==> config.mk <==
export PLATFORM = sky130hd
export DESIGN_NAME = wheel_drive_guard
export DESIGN_NICKNAME = d
export VERILOG_FILES = /design/src/rtl/wheel_drive_guard.sv
export SDC_FILE = /design/constraint.sdc
export NUM_CORES = 1
export LEC_CHECK = 0
export BUFFER_PORTS_ARGS = -buffer_cell sky130_fd_sc_hd__buf_2
export CAP_MARGIN = 20
export CORE_MARGIN = 5
export CORE_UTILIZATION = 54
export DETAILED_ROUTE_END_ITERATION = 10
export PLACE_DENSITY = 0.85
export SYNTH_ARGS = -nofsm -noshare
export SYNTH_HDL_FRONTEND = slang
export SYNTH_SLANG_ARGS = --single-unit
export TNS_END_PERCENT = 5
==> constraint.sdc <==
create_clock -name clk -period 2.64 [get_ports clk]
set_clock_uncertainty 0.1 [all_clocks]
set_input_delay 0.396 -clock clk [delete_from_list [all_inputs] [get_ports clk]]
set_output_delay 0.396 -clock clk [all_outputs]
set_load 0.03 [all_outputs]
==> src/rtl/wheel_drive_guard.sv <==
// ============================================================================
// wheel_drive_guard : per-wheel dead-time guard between the drive controller
// and the H-bridge pins, with global enable and sticky invalid-code faults.
// Revision: 1.0
// ============================================================================
`default_nettype none

module wheel_drive_guard #(
  parameter int DEAD_CYCLES = 50000,
  parameter int CNT_W       = 16
) (
  input  logic       clk,
  input  logic       rst_n,
  input  logic       drive_en,
  input  logic       fault_clr,
  input  logic       speed_pwm_in_1,
  input  logic       speed_pwm_in_2,
  input  logic [1:0] ctrl_in_1,
  input  logic [1:0] ctrl_in_2,
  output logic       speed_pwm_out_1,
  output logic       speed_pwm_out_2,
  output logic [1:0] ctrl_out_1,
  output logic [1:0] ctrl_out_2,
  output logic [1:0] dead_active,
  output logic [1:0] fault
);

  typedef enum logic [1:0] {
    S_IDLE = 2'd0,
    S_FWD  = 2'd1,
    S_REV  = 2'd2,
    S_DEAD = 2'd3
  } state_t;

  localparam logic [1:0]       c_coast     = 2'b00;
  localparam logic [1:0]       c_fwd       = 2'b10;
  localparam logic [1:0]       c_rev       = 2'b01;
  localparam logic [1:0]       c_invalid   = 2'b11;
  localparam logic [CNT_W-1:0] c_dead_load = CNT_W'(DEAD_CYCLES - 1);

  logic [1:0] w_code   [2];
  logic       w_pwm_in [2];
  logic [1:0] r_ctrl   [2];
  logic       r_pwm    [2];
  logic       r_dead   [2];
  logic       r_fault  [2];

  assign w_code[0]   = ctrl_in_1;
  assign w_code[1]   = ctrl_in_2;
  assign w_pwm_in[0] = speed_pwm_in_1;
  assign w_pwm_in[1] = speed_pwm_in_2;

  assign ctrl_out_1      = r_ctrl[0];
  assign ctrl_out_2      = r_ctrl[1];
  assign speed_pwm_out_1 = r_pwm[0];
  assign speed_pwm_out_2 = r_pwm[1];
  assign dead_active     = {r_dead[1], r_dead[0]};
  assign fault           = {r_fault[1], r_fault[0]};

  generate
    for (genvar i = 0; i < 2; i++) begin : g_wheel
      state_t           r_state;
      state_t           w_next;
      logic [CNT_W-1:0] r_cnt;
      logic [CNT_W-1:0] w_cnt_next;
      logic [1:0]       w_req;
      logic             w_drive;

      always_comb begin
        w_req      = (!drive_en || (w_code[i] == c_invalid)) ? c_coast : w_code[i];
        w_next     = r_state;
        w_cnt_next = r_cnt;
        case (r_state)
          S_IDLE: begin
            if (w_req == c_fwd)      w_next = S_FWD;
            else if (w_req == c_rev) w_next = S_REV;
          end
          S_FWD: begin
            if (w_req != c_fwd) begin
              w_next     = S_DEAD;
              w_cnt_next = c_dead_load;
            end
          end
          S_REV: begin
            if (w_req != c_rev) begin
              w_next     = S_DEAD;
              w_cnt_next = c_dead_load;
            end
          end
          S_DEAD: begin
            // The interval always runs to completion; the request is only
            // honoured on the final count.
            if (r_cnt != '0) begin
              w_cnt_next = r_cnt - CNT_W'(1);
            end else if (w_req == c_fwd) begin
              w_next = S_FWD;
            end else if (w_req == c_rev) begin
              w_next = S_REV;
            end else begin
              w_next = S_IDLE;
            end
          end
          default: w_next = S_IDLE;
        endcase
        w_drive = (w_next == S_FWD) || (w_next == S_REV);
      end

      always_ff @(posedge clk or negedge rst_n) begin
        if (!rst_n) begin
          r_state    <= S_IDLE;
          r_cnt      <= '0;
          r_ctrl[i]  <= c_coast;
          r_pwm[i]   <= 1'b0;
          r_dead[i]  <= 1'b0;
          r_fault[i] <= 1'b0;
        end else begin
          r_state   <= w_next;
          r_cnt     <= w_cnt_next;
          r_ctrl[i] <= (w_next == S_FWD) ? c_fwd :
                       (w_next == S_REV) ? c_rev : c_coast;
          r_pwm[i]  <= w_pwm_in[i] & w_drive;
          r_dead[i] <= (w_next == S_DEAD);
          if (w_code[i] == c_invalid) r_fault[i] <= 1'b1;
          else if (fault_clr)         r_fault[i] <= 1'b0;
        end
      end
    end
  endgenerate

endmodule

`default_nettype wire

==> summary.txt, run 1 <==
Run status
  – Status: completed

Drt
  – DR iter-0 viols: 202
  – Total number of vias: 2345
  – DRC: 0
  – Final ANT Viol Nets: 0
  – Routed Wire Length: 5.93 mm
  – Vias per cell: 5.97
  – 1st-pass router iterations: 5
  – Avg WL per Cell: 15.1 um

Floorplan
  – Chip Height: 81.3 um
  – I/O pin cnt: 20
  – Die footprint: 0.00660 sq mm
  – Die width: 81.3 um
  – Initial core utilization: 0.547
  – CORE AREA: 0.00501 sq mm
  – Rows: 26

Finish
  – Antenna fix cells: 0
  – NumNets Final: 346
  – Layout cell share with drive strength beyond 1: 0.155
  – Most common cell after layout, fill and taps aside: dfrtp_1
  – Final Core Density: 0.613
  – Commonest cells after routing, fill and taps aside: dfrtp_1 (46), nand2_1 (32), nor2_1 (27), buf_2 (19)
  – P&R area growth vs syn: 12.0%

Clocking
  – H-tree depth: 2
  – CTS sink count: 46
  – CTS root buf: clkbuf_8
  – Num CTS Buffers: 5
  – CTS tree: yes
  – Postcts setup bufs: 0
  – Clock slew at reported path FFs: 0.09 ns
  – Worst skew pair latency: 0.31 ns
  – Max Root-Sink Buffers: 2

Worst setup path
  – Flop-to-flop setup slack: 0.15 ns
  – Worst setup SP type: register
  – Worst EP arrival: 2.64 ns
  – CP Max Fanout: 5
  – CP cell instances: or4_4 > or4_4 > or2_4 > a21boi_2 > o22a_1 > ha_1 > nor2b_1
  – Most used cell, CP: or4_4
  – Slowest cell on crit path: or4_4
  – Crit path kind: reg2reg
  – CP Capture Type: register
  – Biggest cell delay along the critical path: 0.58 ns
  – WP data required: 2.79 ns

Pwr
  – LEAKAGE: 1.31 nW
  – Peak supply drop: 0.760 mV
  – Power Density: 846 mW/mm^2

Global route
  – Global-route wire length before repair: 10.5 mm
  – Total GRT Usage: 0.200
  – Largest net degree at the start of global routing: 30
  – Vias in the first global route: 2298
  – Initial antenna violation count: 0
  – Gr ovfl total: 0

Hold path
  – Hold WC Path Type: in2reg

Place
  – PortBufs: 19
  – Gpl congestion: 0.900
  – Dpl hpwl: 4.20 mm

Synthesis
  – Avg Inst Size Synth: 9.20 sq um
  – Flops & latches, synth: 46
  – Post-synth top area share: 0.420
  – Yosys warnings: 0
  – Cell Area, Synth: 0.00274 sq mm
  – Top post-synthesis cells by area: dfrtp_1 (42%), ha_1 (6.4%), nand2_1 (4.4%)
  – Syn Inst Count: 298
  – Sequential share of the synthesized area: 0.420
  – Synth async-reset ratio: 1.00
  – Synth Flop Type: dfrtp_1
  – EDFF count, synth: 0
  – Syn Nets: 322
  – Post-synthesis cell type count: 65
  – Area leader, netlist: dfrtp_1

STA
  – RSZ-0062 raised after global routing: false
  – Setup TNS: 0 ns
  – Setup violations, final: 0
  – Rel. slew slack: 0.656
  – Post-route minimum period: 2.49 ns
  – Final number of hold-violating endpoints: 0
  – Worst Max-Slew Pin Slew: 0.503 ns
  – Tcrit/Tclk final: 0.944
  – Fmax: 0.401 GHz
  – Slew Limit Fails: 0

Flow run
  – Max-cap viol count: 0
==> critical path: cells and delay by family (launching register included) <==
kind            cells  cell delay [ns]
fa+ha+maj           1             0.22
flops               1             0.41
compound gates      2             0.31
simple gates        4             1.40
==> synth_stat cells, types with 5 or more instances <==
cell / count
nor2_1: 27
nand4_1: 9
nor4b_1: 5
a21oi_1: 12
inv_1: 9
nor3_1: 12
clkbuf_1: 11
dfrtp_1: 46
nand2_1: 32
ha_1: 14
a31oi_1: 7
o21ai_0: 14
nand3_1: 12
==> path summary, 6_finish.rpt <==
kind | startpoint | cells past startpoint | to
worst max-delay path | g_wheel[1].r_cnt[10]$_DFFE_PN0P_ | 7 | speed_pwm_out_2$_DFF_PN0_
worst min-delay path | fault_clr | 2 | fault[1]$_DFFE_PN0P_
worst max register to register | g_wheel[1].r_cnt[10]$_DFFE_PN0P_ | 7 | speed_pwm_out_2$_DFF_PN0_
worst min register to register | g_wheel[1].r_cnt[15]$_DFFE_PN0P_ | 1 | g_wheel[1].r_cnt[15]$_DFFE_PN0P_
max in group asynchronous | rst_n | 3 | g_wheel[0].r_cnt[11]$_DFFE_PN0P_
min in group asynchronous | rst_n | 2 | g_wheel[1].r_cnt[2]$_DFFE_PN0P_
==> through the flow <==
step                worst slack (ns)  std cells  total power [mW]  hold slack (ns)  area [sq um]
floorplan                     0.0383        298              1.77         0.000409          2740
global placement              0.0861        384              2.01            0.250          2950
detailed placement            0.0228        384              2.08            0.259          2950
CTS                           0.0276        393              2.61            0.178          3070
global route                  0.0523        393              2.80            0.197          3070
finish                         0.148        393              2.60            0.182          3070
==> report_power, final <==
group	switching, mW	leakage, nW	internal [mW]
Sequential	0.134	0.534	0.854
Clock	0.244	0.0514	0.283
Combinational	0.665	0.726	0.421
Total	1.04	1.31	1.56
==> logic make-up (layout without fill, tap and decap cells) <==
family,Yosys count,in the layout,synth area share
and+or+nand+nor,133,133,0.261
AOI/OAI and AO/OA,71,71,0.180
DFF,46,46,0.420
buffers and inverters,23,48,0.0347
adders and majority gates,14,14,0.0639
muxes,6,6,0.0242
xor gates and xnor gates,5,5,0.0160
==> routing by layer <==
| metal | part of all wire | wire, um | vias to the layer above | track usage |
|---|---|---|---|---|
| met2 | 0.47 | 2790 | 61 | 0.323 |
| met3 | 0.048 | 287 | 9 | 0.0399 |
| met1 | 0.47 | 2770 | 1119 | 0.270 |
| met4 | 0.015 | 90 | 0 | 0.0625 |
| li1 | - | - | 1156 | - |
| met5 | 0 | 0 | - | 0 |
==> area by class of cell <==
type	count	area, sq um
Clock buffer	6	72.6
Clock inverter	2	37.5
Fill cell	417	1940
Inverter	9	33.8
Multi-Input combinational cell	229	1500
Sequential cell	46	1150
Tap cell	70	87.6
Timing Repair Buffer	31	188
==> registers in the layout, indices dropped and copies added, names as in the netlist <==
name / flops
g_wheel.r_state: 4
dead_active: 2
speed_pwm_out_1: 1
ctrl_out_1: 2
g_wheel.r_cnt: 32
speed_pwm_out_2: 1
fault: 2
ctrl_out_2: 2
==> repair_timing <==
action | 4_1_cts | 5_1_grt
hold buffers | 1 | 0
hold endpoints to repair | 17 | 0
resized for setup | 0 | 1
setup endpoints to repair | 0 | 2
No activity file was read; power rests on OpenSTA's default activity.
==> run 2: changes to the inputs <==
--- a/config.mk
+++ b/config.mk
@@ -6,5 +6,5 @@
 export NUM_CORES = 1
 export LEC_CHECK = 0
-export BUFFER_PORTS_ARGS = -buffer_cell sky130_fd_sc_hd__buf_2
+export BUFFER_PORTS_ARGS = -buffer_cell sky130_fd_sc_hd__buf_4
 export CAP_MARGIN = 20
 export CORE_MARGIN = 5
--- a/constraint.sdc
+++ b/constraint.sdc
@@ -3,3 +3,3 @@
 set_input_delay 0.396 -clock clk [delete_from_list [all_inputs] [get_ports clk]]
 set_output_delay 0.396 -clock clk [all_outputs]
-set_load 0.03 [all_outputs]
+set_load 0.05 [all_outputs]
==> summary.txt, run 2 (same netlist as run 1, synthesis figures left out) <==
Run status
  – Status: finished, violations left
  – Failing checks: hold timing

Finish
  – NumNets Final: 344 (-0.58%)
  – Biggest regs: g_wheel.r_cnt x32, g_wheel.r_state x4
  – Non-filler cells, final: 391 (-0.51%)
  – P&R area growth vs syn: 12.6%
  – Largest register FFs: 32 (unchanged)
  – Most common cell after layout, fill and taps aside: dfrtp_1
  – Commonest cells after routing, fill and taps aside: dfrtp_1 (46), nand2_1 (32), buf_4 (29), nor2_1 (27)
  – Antenna fix cells: 0 (unchanged)
  – Layout cell share with drive strength beyond 1: 0.156 (+0.000964)
  – Design area: 0.00309 sq mm (+0.53%)
  – Biggest register: g_wheel.r_cnt

Pwr
  – Peak supply drop: 0.716 mV (-5.8%)
  – Internal: 1.49 mW (-4.4%)
  – Sequential share of power: 0.376 (-0.004)
  – Final Power: 2.61 mW (+0.34%)
  – Comb power frac: 0.441 (+0.023)
  – Power Density: 845 mW/mm^2 (-0.19%)
  – LEAKAGE: 1.31 nW (-0.12%)
  – Clock power share: 0.182 (-0.020)
  – Sw frac: 0.429 (+0.0282)
  – Net Sw Power: 1.12 mW (+7.4%)

Worst setup path
  – Worst Path Buf+Inv: 0 (unchanged)
  – CP Max Fanout: 7 (+2)
  – WP data required: 2.79 ns (about the same)
  – Biggest cell delay along the critical path: 0.54 ns (-0.04 ns)
  – Worst EP arrival: 2.65 ns (about the same)
  – Worst setup startpoint: g_wheel[1].r_cnt[2]$_DFFE_PN0P_
  – Reg-to-reg endpoint: speed_pwm_out_2$_DFF_PN0_
  – Levels on crit path: 7 (unchanged)
  – Reg2Reg Depth: 7 (unchanged)
  – Slowest cell on crit path: or4_4
  – CP Capture Type: register
  – Critical Path End: speed_pwm_out_2$_DFF_PN0_
  – CP cell instances: or3_1 > or4_4 > or2_4 > a21boi_2 > o22a_1 > ha_1 > nor2b_1
  – Critical path's top delay family: simple AND/OR/NAND/NOR gates
  – Crit path kind: reg2reg
  – FF-to-FF Start: g_wheel[1].r_cnt[2]$_DFFE_PN0P_
  – Worst setup SP type: register
  – Flop-to-flop setup slack: 0.14 ns (about the same)

Place
  – Gpl congestion: 0.922 (+2.4%)
  – Dpl hpwl: 4.13 mm (-1.8%)
  – Placed Instances: 383 (-0.26%)
  – PortBufs: 19 (unchanged)
  – Area after DPL: 0.00299 sq mm (+1.4%)

Drt
  – Vias per cell: 6.13 (+2.7%)
  – Avg WL per Cell: 15.1 um (about the same)
  – DRC: 0 (unchanged)
  – Final ANT Viol Nets: 0 (unchanged)
  – Routed Wire Length: 5.90 mm (-0.51%)
  – DR iter-0 viols: 191 (-5.4%)
  – 1st-pass router iterations: 4 (-1)
  – Total number of vias: 2397 (+2.2%)

Clocking
  – CTS root buf: clkbuf_8
  – CTS sink count: 46 (unchanged)
  – Num CTS Buffers: 5 (unchanged)
  – CTS tree: yes
  – Max Root-Sink Buffers: 2 (unchanged)
  – Hold_buf cts: 0 (-1)
  – Worst skew pair latency: 0.31 ns (about the same)
  – H-tree depth: 2 (unchanged)
  – Clock slew at reported path FFs: 0.10 ns (about the same)
  – Post-cts sizing count: 0 (unchanged)
  – Postcts setup bufs: 0 (unchanged)

Floorplan
  – Chip Height: 81.3 um (unchanged)
  – Die width: 81.3 um (unchanged)
  – Initial core utilization: 0.547 (unchanged)
  – I/O pin cnt: 20 (unchanged)
  – Rows: 26 (unchanged)
  – CORE AREA: 0.00501 sq mm (unchanged)
  – Die footprint: 0.00660 sq mm (unchanged)

Global route
  – Global-route wire length before repair: 10.5 mm (+0.39%)
  – Initial antenna violation count: 0 (unchanged)
  – Largest net degree at the start of global routing: 47 (+57%)
  – Vias in the first global route: 2322 (+1.0%)
  – Total GRT Usage: 0.200 (about the same)
  – Gr ovfl total: 0 (unchanged)

STA
  – Worst Max-Slew Pin Slew: 0.619 ns (+0.117 ns)
  – Final number of hold-violating endpoints: 44 (+44)
  – Slew Limit Fails: 0 (unchanged)
  – Tcrit/Tclk final: 0.948 (+0.00389)
  – Worst hold slack: -0.0241 ns (-0.206 ns)
  – Post-route minimum period: 2.50 ns (+0.0103 ns)
  – Fmax: 0.400 GHz (-0.41%)
  – Setup TNS: 0 ns (unchanged)
  – Rel. slew slack: 0.576 (-0.0799)
  – Setup violations, final: 0 (unchanged)

Flow run
  – Max-cap viol count: 0 (unchanged)

Hold path
  – Hold WC Path Type: in2async
==> run 2: final cells by class <==
cell class / count / area [sq um]
clock inverters: 3 / 27.5
clock buffers: 5 / 68.8
fillers: 417 / 1920
flip-flops and latches: 46 / 1150
inverters: 9 / 33.8
multi-input cells: 229 / 1500
well taps: 70 / 87.6
repair buffers: 29 / 218
==> run 2: worst register-to-register path: stages (launching register included) <==
cell and delay (ns):
dfrtp_1 0.44, or3_1 0.46, or4_4 0.54, or2_4 0.25, a21boi_2 0.16, o22a_1 0.15, ha_1 0.22, nor2b_1 0.11
==> run 2: worst min-delay path by stage <==
stage,start,end,cells after the start
4_1_cts,rst_n,g_wheel[1].r_cnt[11]$_DFFE_PN0P_,1
3_5_place_dp,rst_n,g_wheel[1].r_cnt[12]$_DFFE_PN0P_,1
5_1_grt,rst_n,g_wheel[1].r_cnt[11]$_DFFE_PN0P_,1
6_report,rst_n,g_wheel[1].r_cnt[4]$_DFFE_PN0P_,1
2_1_floorplan,rst_n,ctrl_out_1[0]$_DFF_PN0_,0
3_3_place_gp,rst_n,g_wheel[1].r_cnt[13]$_DFFE_PN0P_,1
==> run 2: power by group through the flow <==
stage / logic (mW) / registers [mW] / clock network [mW]
final: 1.15 / 0.982 / 0.475
after global routing: 1.30 / 1.00 / 0.516
after CTS: 1.15 / 0.976 / 0.486
after detailed placement: 1.15 / 0.988 / 0
after global placement: 1.10 / 0.983 / 0
after floorplan: 0.750 / 1.06 / 0
==> run 2: per-stage QoR <==
| stage | setup WS (ns) | utilization |
|---|---|---|
| 6_report | 0.138 | 0.617 |
| 2_1_floorplan | 0.0383 | - |
| 3_5_place_dp | 0.0283 | 0.596 |
| 5_1_grt | -0.00813 | 0.617 |
| 3_3_place_gp | 0.0825 | 0.596 |
| 4_1_cts | 0.0248 | 0.615 |
==> run 2: per-layer routing <==
layer / vias up / part of all wire / track usage
li1: 1148 / - / -
met1: 1167 / 0.44 / 0.263
met2: 69 / 0.48 / 0.334
met3: 13 / 0.057 / 0.0366
met4: 0 / 0.019 / 0.0608
met5: - / 0 / 0
==> run 3: changes to the inputs <==
CORE_UTILIZATION = 55   (was 54)
PLACE_DENSITY = 0.83   (was 0.85)
clock period = 2.45 ns   (was 2.64 ns; I/O delays follow)
==> summary.txt, run 3 (same netlist as run 1, synthesis figures left out) <==
Worst setup path
  – Worst EP arrival: 2.55 ns (-0.10 ns)
  – Worst setup startpoint: g_wheel[1].r_cnt[11]$_DFFE_PN0P_
  – CP Capture Type: register
  – WP data required: 2.58 ns (-0.21 ns)
  – CP Max Fanout: 4 (-3)
  – Worst setup SP type: register
  – Flop-to-flop setup slack: 0.03 ns (-0.11 ns)
  – FF-to-FF Start: g_wheel[1].r_cnt[11]$_DFFE_PN0P_
  – Crit path kind: reg2reg

Place
  – Gpl congestion: 0.848 (-8.0%)
  – PortBufs: 19 (unchanged)
  – Dpl hpwl: 4.49 mm (+8.8%)
  – Placed Instances: 390 (+1.8%)

Finish
  – Final Core Density: 0.676 (+0.0592)
  – Biggest regs: g_wheel.r_cnt x32, g_wheel.r_state x4
  – P&R area growth vs syn: 17.9%
  – NumNets Final: 361 (+4.9%)
  – Antenna fix cells: 0 (unchanged)
  – Biggest register: g_wheel.r_cnt
  – Largest register FFs: 32 (unchanged)
  – Layout cell share with drive strength beyond 1: 0.198 (+0.0425)
  – Commonest cells after routing, fill and taps aside: dfrtp_1 (46), buf_4 (45), nand2_1 (32), nor2_1 (27)
  – Most common cell after layout, fill and taps aside: dfrtp_1
  – Non-filler cells, final: 405 (+3.6%)

Floorplan
  – Die width: 80.6 um (-0.80%)
  – Initial core utilization: 0.573 (+0.0256)
  – Chip Height: 80.6 um (-0.80%)
  – Die footprint: 0.00650 sq mm (-1.6%)
  – I/O pin cnt: 20 (unchanged)
  – Rows: 25 (-3.8%)
  – CORE AREA: 0.00479 sq mm (-4.5%)

Drt
  – Vias per cell: 6.17 (+0.61%)
  – DR iter-0 viols: 238 (+25%)
  – Avg WL per Cell: 15.9 um (+5.6%)
  – Final ANT Viol Nets: 0 (unchanged)
  – DRC: 0 (unchanged)
  – 1st-pass router iterations: 5 (+1)
  – Routed Wire Length: 6.46 mm (+9.4%)
  – Total number of vias: 2498 (+4.2%)

STA
  – Setup TNS: 0 ns (unchanged)
  – RSZ-0062 raised after global routing: true
  – Tcrit/Tclk final: 0.989 (+0.0410)
  – Rel. slew slack: 0.612 (+0.0355)
  – Post-route minimum period: 2.42 ns (-0.0797 ns)
  – Slew Limit Fails: 0 (unchanged)
  – Final number of hold-violating endpoints: 0 (-100%)
  – Worst Max-Slew Pin Slew: 0.582 ns (-0.0373 ns)
  – Fmax: 0.413 GHz (+3.3%)
  – Setup violations, final: 0 (unchanged)

Run status
  – Status: completed

Clocking
  – Clock slew at reported path FFs: 0.08 ns (-0.02 ns)
  – H-tree depth: 2 (unchanged)
  – Num CTS Buffers: 5 (unchanged)
  – CTS root buf: clkbuf_8
  – Worst skew pair latency: 0.30 ns (about the same)
  – Max Root-Sink Buffers: 2 (unchanged)
  – CTS tree: yes
  – CTS sink count: 46 (unchanged)

Pwr
  – Sequential share of power: 0.357 (-0.019)
  – Comb power frac: 0.460 (+0.019)
  – Clock power share: 0.183 (about the same)
  – LEAKAGE: 1.40 nW (+7.2%)
  – Power Density: 914 mW/mm^2 (+8.2%)
  – Net Sw Power: 1.21 mW (+8.2%)
  – Peak supply drop: 0.791 mV (+10%)
  – Final Power: 2.96 mW (+13%)
  – Sw frac: 0.410 (-0.0194)
  – Internal: 1.74 mW (+17%)

Global route
  – Gr ovfl total: 0 (unchanged)
  – Vias in the first global route: 2479 (+6.8%)
  – Total GRT Usage: 0.215 (+0.0154)
  – Initial antenna violation count: 0 (unchanged)
  – Global-route wire length before repair: 11.0 mm (+4.7%)
  – Largest net degree at the start of global routing: 47 (unchanged)

Flow run
  – Max-cap viol count: 0 (unchanged)

Hold path
  – Hold WC Path Type: in2reg
  – Hold Crit Start: fault_clr
## run 3: area by class of cell
| cell class | instances | area, sq um |
|---|---|---|
| fillers | 358 | 1550 |
| clock buffers | 8 | 110 |
| repair buffers | 46 | 348 |
| inverters | 9 | 33.8 |
| flip-flops and latches | 46 | 1150 |
| multi-input cells | 229 | 1510 |
| well taps | 67 | 83.8 |
## run 3: through the flow
stage / setup WS, ns / hold WS [ns] / area, sq um
6_report: 0.0277 / 0.175 / 3230
5_1_grt: -0.0655 / 0.176 / 3230
4_1_cts: 0.0141 / 0.164 / 3180
3_5_place_dp: 0.0559 / 0.313 / 3060
3_3_place_gp: 0.101 / 0.313 / 3060
2_1_floorplan: 0.0169 / -0.0281 / 2740
## run 3: per-layer routing
| metal | global-route usage | share of wire |
|---|---|---|
| met1 | 0.272 | 0.44 |
| met2 | 0.356 | 0.47 |
| met3 | 0.0583 | 0.065 |
| met4 | 0.0709 | 0.019 |
| met5 | 0 | 0 |
## run 3: what timing repair did
item,4_1_cts,5_1_grt
gates resized for setup,0,2
hold endpoints to repair,46,0
hold buffers,1,0
setup buffers,0,6
setup endpoints to repair,0,5
## run 3: final timing paths
path | cells past startpoint | to
min reg2reg | 1 | g_wheel[1].r_cnt[15]$_DFFE_PN0P_
max reg2reg | 7 | speed_pwm_out_2$_DFF_PN0_
max | 7 | speed_pwm_out_2$_DFF_PN0_
min in group asynchronous | 2 | g_wheel[0].r_cnt[7]$_DFFE_PN0P_
max in group asynchronous | 2 | ctrl_out_1[0]$_DFF_PN0_
min | 2 | fault[1]$_DFFE_PN0P_
## run 3: critical path, cell delays in order, from the launching register on
cell	delay (ns)
dfrtp_1	0.39
or4_4	0.54
or4_4	0.46
or2_4	0.26
a21boi_2	0.15
o22a_1	0.13
ha_1	0.22
nor2b_1	0.10
## run 3: power groups by stage
stage	Clock, mW	Combinational, mW	Sequential (mW)
final	0.540	1.36	1.05
after global routing	0.584	1.53	1.08
after CTS	0.552	1.31	1.05
after detailed placement	0	1.31	1.06
after global placement	0	1.25	1.05
after floorplan	0	0.809	1.14
